`src/rtl/lsu_pkg.sv`:
```
// ---------------------------------------------------------------------------
// lsu_pkg
// Shared definitions for the store path: the sequencer state encoding and
// the funct3 store-width codes.
// ---------------------------------------------------------------------------
package lsu_pkg;

   typedef enum logic [1:0] {
      IDLE  = 2'd0,
      BEAT0 = 2'd1,
      BEAT1 = 2'd2
   } seqState_t;

   localparam logic [1:0] F3_SB = 2'd0;
   localparam logic [1:0] F3_SH = 2'd1;
   localparam logic [1:0] F3_SW = 2'd2;

   // Only byte, half and word stores exist; code 3 is reported as an error.
   function automatic logic isLegalWidth(input logic [1:0] width);
      return (width != 2'd3);
   endfunction

endpackage

```
`src/rtl/store_align.sv`:
```
// ---------------------------------------------------------------------------
// store_align
// Combinational lane aligner. Places a right-justified store operand on its
// byte lanes across a two-word (64-bit) window starting at the word that
// holds the first byte.
//   funct3  in  3   store width (bit 2 is don't-care)
//   off     in  2   byte offset within the first word
//   data    in  32  right-justified store data
//   mask8   out 8   byte enables over the two-word window
//   data64  out 64  lane-aligned data over the two-word window
// An illegal width produces an empty mask and zero data.
// ---------------------------------------------------------------------------
module store_align
   import lsu_pkg::*;
(
   input  logic [2:0]  funct3,
   input  logic [1:0]  off,
   input  logic [31:0] data,
   output logic [7:0]  mask8,
   output logic [63:0] data64
);

   logic [3:0]  baseMask;
   logic [31:0] extData;
   logic [63:0] extData64;
   logic        unusedBits;

   // Width is selected by the low two bits only.
   assign unusedBits = funct3[2];

   always_comb begin
      baseMask = 4'b0000;
      extData  = 32'd0;
      unique case (funct3[1:0])
         F3_SB: begin
            baseMask = 4'b0001;
            extData  = {24'd0, data[7:0]};
         end
         F3_SH: begin
            baseMask = 4'b0011;
            extData  = {16'd0, data[15:0]};
         end
         F3_SW: begin
            baseMask = 4'b1111;
            extData  = data;
         end
         default: begin
            baseMask = 4'b0000;
            extData  = 32'd0;
         end
      endcase
   end

   assign extData64 = {32'd0, extData};
   assign mask8     = {4'd0, baseMask} << off;
   assign data64    = extData64 << {off, 3'b000};

endmodule

```
`src/rtl/store_split_seq.sv`:
```
// ---------------------------------------------------------------------------
// store_split_seq
// Turns one store request of any alignment into one or two word-aligned
// memory write beats. A store whose bytes cross a word boundary is split
// into BEAT0 (lower word) and BEAT1 (next word, address wraps mod 2^32).
//   clk, rst_n                       clock, synchronous active-low reset
//   req_valid/req_ready              request handshake (ready only in IDLE)
//   req_funct3, req_addr, req_data   store width, byte address, data
//   mem_valid/mem_ready              write-beat handshake
//   mem_addr, mem_wmask, mem_wdata   beat address, byte enables, lane data
//   done                             one-cycle pulse after the final beat
//   err                              one-cycle pulse after an illegal width
//   busy                             high while a store is in flight
// ---------------------------------------------------------------------------
module store_split_seq
   import lsu_pkg::*;
(
   input  logic        clk,
   input  logic        rst_n,
   input  logic        req_valid,
   output logic        req_ready,
   input  logic [2:0]  req_funct3,
   input  logic [31:0] req_addr,
   input  logic [31:0] req_data,
   output logic        mem_valid,
   input  logic        mem_ready,
   output logic [31:0] mem_addr,
   output logic [3:0]  mem_wmask,
   output logic [31:0] mem_wdata,
   output logic        done,
   output logic        err,
   output logic        busy
);

   seqState_t   stateReg, stateNext;
   logic [29:0] wordAddrReg;
   logic [7:0]  mask8Reg;
   logic [63:0] data64Reg;
   logic        doneReg, errReg;
   logic        doneNext;

   logic [7:0]  alignMask8;
   logic [63:0] alignData64;
   logic        accept, legal;

   store_align uAlign (
      .funct3 (req_funct3),
      .off    (req_addr[1:0]),
      .data   (req_data),
      .mask8  (alignMask8),
      .data64 (alignData64)
   );

   assign accept = req_valid && (stateReg == IDLE);
   assign legal  = isLegalWidth(req_funct3[1:0]);

   always_ff @(posedge clk) begin
      if (!rst_n) begin
         stateReg    <= IDLE;
         wordAddrReg <= 30'd0;
         mask8Reg    <= 8'd0;
         data64Reg   <= 64'd0;
         doneReg     <= 1'b0;
         errReg      <= 1'b0;
      end else begin
         stateReg <= stateNext;
         doneReg  <= doneNext;
         errReg   <= accept && !legal;
         // Illegal requests are consumed without touching the beat fields.
         if (accept && legal) begin
            wordAddrReg <= req_addr[31:2];
            mask8Reg    <= alignMask8;
            data64Reg   <= alignData64;
         end
      end
   end

   // Beat outputs come straight from the held registers, so they stay
   // stable for as long as the memory stalls.
   always_comb begin
      stateNext = stateReg;
      doneNext  = 1'b0;
      req_ready = 1'b0;
      mem_valid = 1'b0;
      mem_addr  = 32'd0;
      mem_wmask = 4'd0;
      mem_wdata = 32'd0;
      unique case (stateReg)
         IDLE: begin
            req_ready = 1'b1;
            if (req_valid && legal) begin
               stateNext = BEAT0;
            end
         end
         BEAT0: begin
            mem_valid = 1'b1;
            mem_addr  = {wordAddrReg, 2'b00};
            mem_wmask = mask8Reg[3:0];
            mem_wdata = data64Reg[31:0];
            if (mem_ready) begin
               if (mask8Reg[7:4] != 4'd0) begin
                  stateNext = BEAT1;
               end else begin
                  stateNext = IDLE;
                  doneNext  = 1'b1;
               end
            end
         end
         BEAT1: begin
            mem_valid = 1'b1;
            mem_addr  = {wordAddrReg + 30'd1, 2'b00};
            mem_wmask = mask8Reg[7:4];
            mem_wdata = data64Reg[63:32];
            if (mem_ready) begin
               stateNext = IDLE;
               doneNext  = 1'b1;
            end
         end
         default: begin
            stateNext = IDLE;
         end
      endcase
   end

   assign done = doneReg;
   assign err  = errReg;
   assign busy = (stateReg != IDLE);

endmodule

```
`config.mk`:
```
export PLATFORM = sky130hd
export DESIGN_NAME = store_split_seq
export DESIGN_NICKNAME = d
export VERILOG_FILES = /design/src/rtl/lsu_pkg.sv /design/src/rtl/store_align.sv /design/src/rtl/store_split_seq.sv
export SDC_FILE = /design/constraint.sdc
export NUM_CORES = 1
export LEC_CHECK = 0
export BUFFER_PORTS_ARGS = -buffer_cell sky130_fd_sc_hd__buf_2
export CAP_MARGIN = 40
export CORE_MARGIN = 2
export CORE_UTILIZATION = 61
export CTS_BUF_LIST = sky130_fd_sc_hd__clkbuf_2 sky130_fd_sc_hd__clkbuf_4 sky130_fd_sc_hd__clkbuf_8
export DETAILED_ROUTE_END_ITERATION = 10
export GPL_TIMING_DRIVEN = 0
export PLACE_DENSITY = 0.93
export SYNTH_ARGS = -nofsm -noshare
export SYNTH_HDL_FRONTEND = slang
export SYNTH_HIERARCHICAL = 1
export SYNTH_SLANG_ARGS = --single-unit
export TNS_END_PERCENT = 5
```
`constraint.sdc`:
```
create_clock -name clk -period 6.2 [get_ports clk]
set_clock_uncertainty 0.1 [all_clocks]
set_input_delay 0.62 -clock clk [delete_from_list [all_inputs] [get_ports clk]]
set_output_delay 0.62 -clock clk [all_outputs]
set_load 0.01 [all_outputs]
```
* Word level (Yosys, flattened, before mapping)
Cells that the tools add are included.
** Operators by class
- Shift operators :: 2
- $add $sub $neg :: 1
- Eq/ne operators :: 8
- Multiplexer cells :: 16
- Reduce and logical (&&, ||, !) cells :: 11
** Operators by type and width (count)
- $pmux W32 S2 :: 2
- $pmux W32 S3 :: 1
- $shl A32 B5 Y64 :: 1
- $add A30 B1 Y30 const B :: 1
- $pmux W4 S3 :: 1
- $mux W2 :: 4
- $pmux W4 S2 :: 1
- $shl A4 B2 Y8 :: 1
- $ne A2 B2 Y1 const B :: 3
- $pmux W2 S3 :: 1
- $mux W1 :: 5
- $eq A2 B1 Y1 const B :: 2
- $eq A2 B2 Y1 const B :: 2
- $logic_and A1 B1 Y1 :: 4
- $logic_not A2 Y1 :: 2
- $reduce_bool A4 Y1 :: 1
- $reduce_and A3 Y1 :: 1
- $ne A2 B1 Y1 const B :: 1
- $pmux W1 S2 :: 1
- $reduce_bool A2 Y1 :: 1
- $reduce_or A2 Y1 :: 1
- $logic_not A1 Y1 :: 1
** Storage, ports and cells
- Register bits after elaboration :: 106

* Longest topological paths before layout
Gate-level depths: netlist (run 1).
- Depth in word-level cells :: 4
- Mapped depth :: 9

* Hierarchy
The synthesis (run 1) kept the hierarchy.
** By module, submodules not included
- store_split_seq :: instances 1, sequential area each 2122.0 um2, area an instance 5439.0 um2, cells each 735
- store_align :: instances 1, sequential area each 0.0 um2, area an instance 1093.5 um2, cells each 152

* Least setup slack after synthesis (run 1)
OpenSTA, ideal clock, no wires.
- Path type :: register -> output
- Start point :: register wordAddrReg[0]
- End point :: output port mem_addr[24]
- Data arrival time :: 2014 ps
- Path slack :: 3466 ps
- Cell stages (with the launch flop) :: 7
- Path through :: dfxtp_1 ha_1 nand3_4 or4_1 buf_2 o311a_1 a221o_1
** Between the ends
- Longest elaborated chain between the ends :: 2
** Ends and longest elaborated chain
- start, declared :: line store_split_seq.sv:36 : logic [29:0] wordAddrReg;
- start signal, assigned :: line store_split_seq.sv:71 : wordAddrReg <= req_addr[31:2];
- $add A30 B1 Y30 :: line store_split_seq.sv:111 : mem_addr = {wordAddrReg + 30'd1, 2'b00};
- $pmux W32 S2 :: line store_split_seq.sv:88 : unique case (stateReg)
- end, declared :: line store_split_seq.sv:27 : output logic [31:0] mem_addr,
No other way between the ends.

* Worst setup path in the final report (run 1)
- Start point :: register stateReg[1]
- End point :: output port mem_addr[26]
** Between the ends
- Longest elaborated chain between the ends :: 2
** Ends and longest elaborated chain
- start, declared :: line store_split_seq.sv:35 : seqState_t stateReg, stateNext;
- start signal, assigned :: line store_split_seq.sv:66 : stateReg <= stateNext;
- $eq A2 B2 Y1 or $eq A2 B1 Y1 (tied branches) :: line store_split_seq.sv:88
- $pmux W32 S2 (*) :: line store_split_seq.sv:88
Every way passes the cells marked *; elsewhere a longest branch is shown, timed or not.

==> results of run 1 <==
[cell usage after synthesis, types with 7 or more instances]
| cell type | n |
|---|---|
| inv_1 | 8 |
| mux2i_1 | 11 |
| nor2_1 | 79 |
| clkbuf_1 | 56 |
| a22oi_1 | 37 |
| dfxtp_1 | 106 |
| nand4_1 | 8 |
| nor3_1 | 13 |
| and2_1 | 17 |
| ha_1 | 9 |
| buf_4 | 11 |
| nand2_1 | 231 |
| and3_1 | 14 |
| a31oi_1 | 12 |
| o21ai_0 | 13 |
| a21oi_1 | 14 |
| nor3b_1 | 7 |
| a21boi_0 | 105 |
| a221o_1 | 26 |
| buf_2 | 9 |
| a22o_1 | 10 |
| nand3_1 | 14 |
[per-stage QoR]
stage | hold WS [ns] | worst slack, ns | total power (uW) | util (%) | std cells
5_1_grt | 0.379 | 2.52 | 1480 | 73.4 | 1187
2_1_floorplan | 0.343 | 3.47 | 908 | - | 896
6_report | 0.370 | 2.67 | 1430 | 73.4 | 1187
3_5_place_dp | 0.357 | 3.21 | 1010 | 71.7 | 1171
3_3_place_gp | 0.350 | 3.23 | 1010 | 71.6 | 1170
4_1_cts | 0.371 | 2.77 | 1420 | 73.4 | 1187
[state kept, by name (all words and copies together), names as in the netlist]
signal	cells
wordAddrReg	30
data64Reg	64
mask8Reg	8
err	1
stateReg	2
done	1
[kinds of logic (layout without fill, tap and decap cells)]
logic type	after synthesis	in the layout	share of synthesized area, %
buffers and inverters	92	247	6.09
muxes	11	11	1.69
other	2	11	0.115
adders and majority gates	9	9	1.72
and+or+nand+nor	422	422	29.4
DFF	106	106	32.5
AOI/OAI and AO/OA	245	245	28.5
[where the power goes]
group	total, uW	switching (uW)	internal (uW)
Combinational	276	182	94.2
Sequential	733	26.0	707
Clock	417	256	161
[worst max-delay path, delay by kind of cell (launching register included)]
kind                       cells  cell delay (ns)
AOI/OAI and AO/OA              2             0.35
adders and majority gates      1             0.31
buffers and inverters          3             0.54
DFF                            1             0.40
and+or+nand+nor                2             0.83
[layout make-up]
class                           count  share of cell area, %
Clock inverter                      6                  0.608
Clock buffer                       10                   1.81
Buffer                             82                   4.73
Sequential cell                   106                   27.9
Tap cell                          136                   2.23
Timing Repair Buffer              139                   9.13
Multi-Input combinational cell    698                   53.1
Inverter                           10                  0.493
[layer usage]
| metal | wire, um | part of all wire [%] | up-vias |
|---|---|---|---|
| met2 | 9640 | 46 | 483 |
| li1 | - | - | 3404 |
| met5 | 0 | 0 | - |
| met4 | 1170 | 5.6 | 0 |
| met3 | 2130 | 10 | 102 |
| met1 | 8120 | 39 | 3397 |
[worst min-delay path by stage]
stage	startpoint	endpoint	slack, ns
2_1_floorplan	data64Reg[23]	data64Reg[23]	0.34
3_3_place_gp	mask8Reg[1]	mask8Reg[1]	0.35
3_5_place_dp	data64Reg[1]	data64Reg[1]	0.36
4_1_cts	data64Reg[1]	data64Reg[1]	0.37
5_1_grt	req_addr[24]	wordAddrReg[22]	0.38
6_report	data64Reg[5]	data64Reg[5]	0.37
==> run metrics, run 1 <==
max_cap viols 0; Die H between 100 and 150 um; largest net degree at the start of global routing 19; Worst Path Class, Setup flip-flop to output port; CTS sink count about 110; Synth Instances 887; crit end category output port; initial antenna violation count 0; async set or reset register ratio after synthesis 0%; DRC 0; Area growth, synth to finish 16.6%; sequential-to-total area share from yosys stat about a third; cell count of the worst reg-to-reg path 8; Final nets around 1,100; synth warn 6; vias per cell just over 6; drt initial violations 800; commonest non-fill, non-tap cell in the layout nand2_1; worst r2r src stateReg[1]; die area about 12,000 um2; grt met1 use between 40 and 50%; layout cells sized above 1 18.4%; Hold WC Path Type flip-flop to flip-flop; Setup crit end mem_addr[26]; CTS tree yes; # rows 37; Root Driver clkbuf_8; commonest non-fill, non-tap cells in the layout nand2_1 (231), buf_2 (148), dfxtp_1 (106), a21boi_0 (105), nor2_1 (79); relative slew slack between 40 and 50%; setup TNS 0 ns; WHS Path Cells 2; clock transition at the registers of the reported paths 0.11 ns; Synth Flop Type dfxtp_1; reg-to-reg endpoint data64Reg[18]; RSZ-0062 raised after global routing no; crit path from stateReg[1]; gr ovfl total 0; Distinct cells, synth 58; PortBufs between 100 and 150; CP Launch Type flip-flop; Yosys top cell by area dfxtp_1; crit-path cells inv_1 -> ha_1 -> clkbuf_1 -> nand2_1 -> nor3_1 -> a31oi_1 -> a31oi_1 -> buf_2; Avg Cell Area, Syn roughly 7.4 um2; hpwl dp 15,400 um; cts bufs inserted 9; GRT met2 Usage 59.6%; Yosys top cell area share approximately a third; I/O pins 144; Routed Wire Length 21,100 um; ant diodes 0; Worst Path Max Fanout 9; worst-margin pin slew between 0.8 and 0.9 ns; # H-tree levels 3; fin area roughly 7600 um2; fin crit share a little under three fifths; Hold Vio Cnt, Final 0; Top cell by count, worst path a31oi_1; initial core utilization 63.0%; met3 Use GR approximately 6.4%; Post-CTS Repair Setup Buffers 0; first-pass GRT wire length between 30,000 and 40,000 um; busiest grt layer met2; status completed; DR pass1 iterations 6; core area about 10,000 um2; Post-CTS Resized 0; R2R setup slack 3.60 ns; Mapped Area 6530 um2; Crit path arrival time 2.81 ns; vias in the first global route around 6,700; Longest Clk Path Bufs 2; WL per Instance about 18 um; Worst path slowest cell nor3_1; PD cells roughly 190 nW/um2; Placer Congestion roughly 0.99; static leakage around 0.0030 uW; Skew-Pair Late Insertion Delay 0.37 ns; shortest period the worst path allows roughly 3.5 ns; Post-synth EDFFs 0; Antenna Nets Post-Route 0; synth top area cells dfxtp_1 (32%), nand2_1 (13%), a21boi_0 (12%), nor2_1 (4.5%), a22oi_1 (4.3%); flops & latches, synth approximately 110; fin. max-slew vios 0; fill count 887; Cell Area, Placed between 7000 and 8000 um2; hold_buf cts 0; critical path required time 5.48 ns; gr usage total 35.7%; endpoints failing setup 0; die width ~110 um; Via Count ~7,400; Worst path max stage delay between 0.5 and 0.6 ns; worst ir drop on vdd around 0.12 mV; Multi-input gate area 4050 um2; Reg area around 2100 um2; fmax 0.284 GHz
Note: power is estimated with default switching activity, not from simulation.
==> inputs of run 2 (changes only) <==
- CORE_UTILIZATION: 61 -> 51
- PLACE_DENSITY: 0.93 -> 0.84
- clock period: 6.2 -> 3 ns (I/O delays scaled with it)
==> run 2 against run 1 <==
  * Register-to-register slack worse by 3.2 ns
  * Worst setup slack got worse by 2.6 ns
  * Clock-buffer cell count shrank 1
  * Critical path depth is 1 lower
  * Global-route usage shrank 5.0 points
  * Die area grew 19%
  * Via count shrank 2.5%
  * Sequential share of layout area fell by 0.32 points
  * Combinational power is 100% higher
==> run metrics, run 2 (synthesis results as in run 1) <==
Hold Vio Cnt, Final 0 (unchanged); Internal Power 2060 uW (was 963 uW); Routed Wire Length 21,200 um (was 21,100 um); ant diodes 0 (unchanged); critical path required time 2.60 ns (was 5.48 ns); fmax between 0.3 and 0.4 GHz; relative slew slack 39.2% (was 45.4%); Sequential Power Share 49.9% (was 51.4%); R2R setup slack 0.37 ns (was 3.60 ns); Hold Startpoint req_addr[5] (was data64Reg[5]); Placer Congestion 1.01 (was 0.993); Area growth, synth to finish 18.5% (was 16.6%); PD cells 393 nW/um2 (was 187 nW/um2); WHS Path Cells 3 (was 2); Top Registers data64Reg (64), wordAddrReg (30), mask8Reg (8) (unchanged); core area 12,600 um2 (was 10,400 um2); final hold slack 0.0431 ns (was 0.370 ns); Final nets 1,123 (was 1,126); clock transition at the registers of the reported paths 0.11 ns (about the same); # rows 41 (was 37); most flop-heavy register data64Reg (unchanged); Longest Clk Path Bufs 2 (unchanged); shortest period the worst path allows 2.91 ns; vias per cell 5.90 (was 6.22); status completed (unchanged); die width 117 um (was 107 um); power share of the combinational group 18.5% (was 19.3%); fin crit share a little over nine tenths; CP Launch Type flip-flop (unchanged); commonest non-fill, non-tap cell in the layout nand2_1 (unchanged); static leakage 0.00306 uW (was 0.00300 uW); worst r2r src stateReg[0] (was stateReg[1]); CTS sink count 106 (unchanged); Min-Delay Endpoint wordAddrReg[3] (was data64Reg[5]); first-pass GRT wire length 32,600 um (was 32,700 um); Psw 979 uW (was 464 uW); Post-CTS Repair Setup Buffers 0 (unchanged); Worst Path Class, Setup flip-flop to output port (unchanged); # H-tree levels 3 (unchanged); Antenna Nets Post-Route 0 (unchanged); endpoints failing setup 0 (unchanged); Via Count 7,200 (was 7,386); drt initial violations 666 (was 800); worst-margin pin slew 0.904 ns (was 0.813 ns); cts bufs inserted 9 (unchanged); largest net degree at the start of global routing 20 (was 19); max_cap viols 0 (unchanged); fill count 1,215 (was 887); initial antenna violation count 0 (unchanged); Hold WC Path Type primary input to flip-flop (was flip-flop to flip-flop); max FFs per register 64 (unchanged); Die H 117 um (was 107 um); switch share 32.2% (was 32.5%); RSZ-0062 raised after global routing yes (was no); Crit path arrival time 2.51 ns (was 2.81 ns); reg-to-reg endpoint data64Reg[18] (unchanged); hpwl dp 15,900 um (was 15,400 um); WL per Instance 17.4 um (was 17.7 um); crit end category output port (unchanged); DRC 0 (unchanged); fin. max-slew vios 0 (unchanged); commonest non-fill, non-tap cells in the layout nand2_1 (230), buf_2 (151), a21boi_0 (105), dfxtp_1 (102), nor2_1 (79) (was nand2_1 (231), buf_2 (148), dfxtp_1 (106), a21boi_0 (105), nor2_1 (79)); initial core utilization 52.0% (was 63.0%); PortBufs 138 (unchanged); setup TNS 0 ns (unchanged); layout cells sized above 1 19.9% (was 18.4%); Skew-Pair Late Insertion Delay 0.40 ns (was 0.37 ns); vias in the first global route 6,435 (was 6,734); cell count of the worst reg-to-reg path 8 (unchanged); worst ir drop on vdd 0.315 mV (was 0.123 mV); gr usage total 30.7% (was 35.7%); Worst Path Max Fanout 10 (was 9); Clk pwr share 31.6% (was 29.2%); gr ovfl total 0 (unchanged); DR pass1 iterations 5 (was 6); die area 13,700 um2 (was 11,600 um2); I/O pins 144 (unchanged); CTS tree yes (unchanged); Root Driver clkbuf_8 (unchanged)
run 2: cell count changes in the layout (fill, tap and decap cells not counted), moves of 3 or more:
cell and delta:
buf_2 +3, clkbuf_1 -5, dfxtp_1 -4, buf_1 -5
run 2: layout make-up:
type | instances | area, um2 | area share, %
clock buffers | 9 | 124 | 1.60
well taps | 172 | 215 | 2.78
repair buffers | 139 | 702 | 9.07
multi-input cells | 698 | 4080 | 52.8
clock inverters | 7 | 85.1 | 1.10
plain buffers | 79 | 360 | 4.65
flip-flops and latches | 106 | 2130 | 27.5
inverters | 10 | 38.8 | 0.501
run 2: how the worst max path moves through the flow:
stage	from	endpoint	slack, ns
floorplan	wordAddrReg[0]	mem_addr[24]	0.59
global placement	stateReg[0]	mem_addr[11]	0.27
finish	wordAddrReg[0]	mem_addr[24]	0.09
global route	wordAddrReg[0]	mem_addr[24]	-0.04
detailed placement	stateReg[0]	mem_addr[11]	0.26
CTS	stateReg[0]	mem_addr[28]	-0.05
run 2: repair_timing:
item	in CTS	in global routing
gates resized for setup	13	9
hold buffers	0	0
setup endpoints to repair	51	53
run 2: stage by stage:
stage | util [%] | instances | cell area (um2) | setup WS, ns | power [uW]
6_report | 61.6 | 1220 | 7740 | 0.0901 | 3040
5_1_grt | 61.6 | 1220 | 7740 | -0.0364 | 3160
4_1_cts | 61.4 | 1223 | 7720 | -0.0502 | 3040
3_5_place_dp | 59.5 | 1207 | 7480 | 0.260 | 2090
3_3_place_gp | 59.5 | 1206 | 7470 | 0.273 | 2090
2_1_floorplan | - | 896 | 6570 | 0.586 | 1880
run 2: routing by layer:
metal	vias up	part of all wire (%)	track usage, %
met5	-	0	0
met4	0	3.3	11.9
met3	63	8.4	6.69
met2	380	48	52.5
met1	3353	41	37.8
li1	3404	-	-
run 2: critical path, stage by stage, from the launching register on:
cell	delay, ns
dfxtp_4	0.40
ha_4	0.16
nand3_4	0.13
or4_1	0.52
buf_4	0.17
o311a_1	0.34
a221o_1	0.25
buf_2	0.14
run 2: power by group through the flow:
stage | combinational, uW | sequential (uW) | clock [uW]
6_report | 563 | 1520 | 961
4_1_cts | 552 | 1510 | 969
5_1_grt | 612 | 1530 | 1030
3_3_place_gp | 542 | 1540 | 0
3_5_place_dp | 548 | 1550 | 0
2_1_floorplan | 346 | 1530 | 0
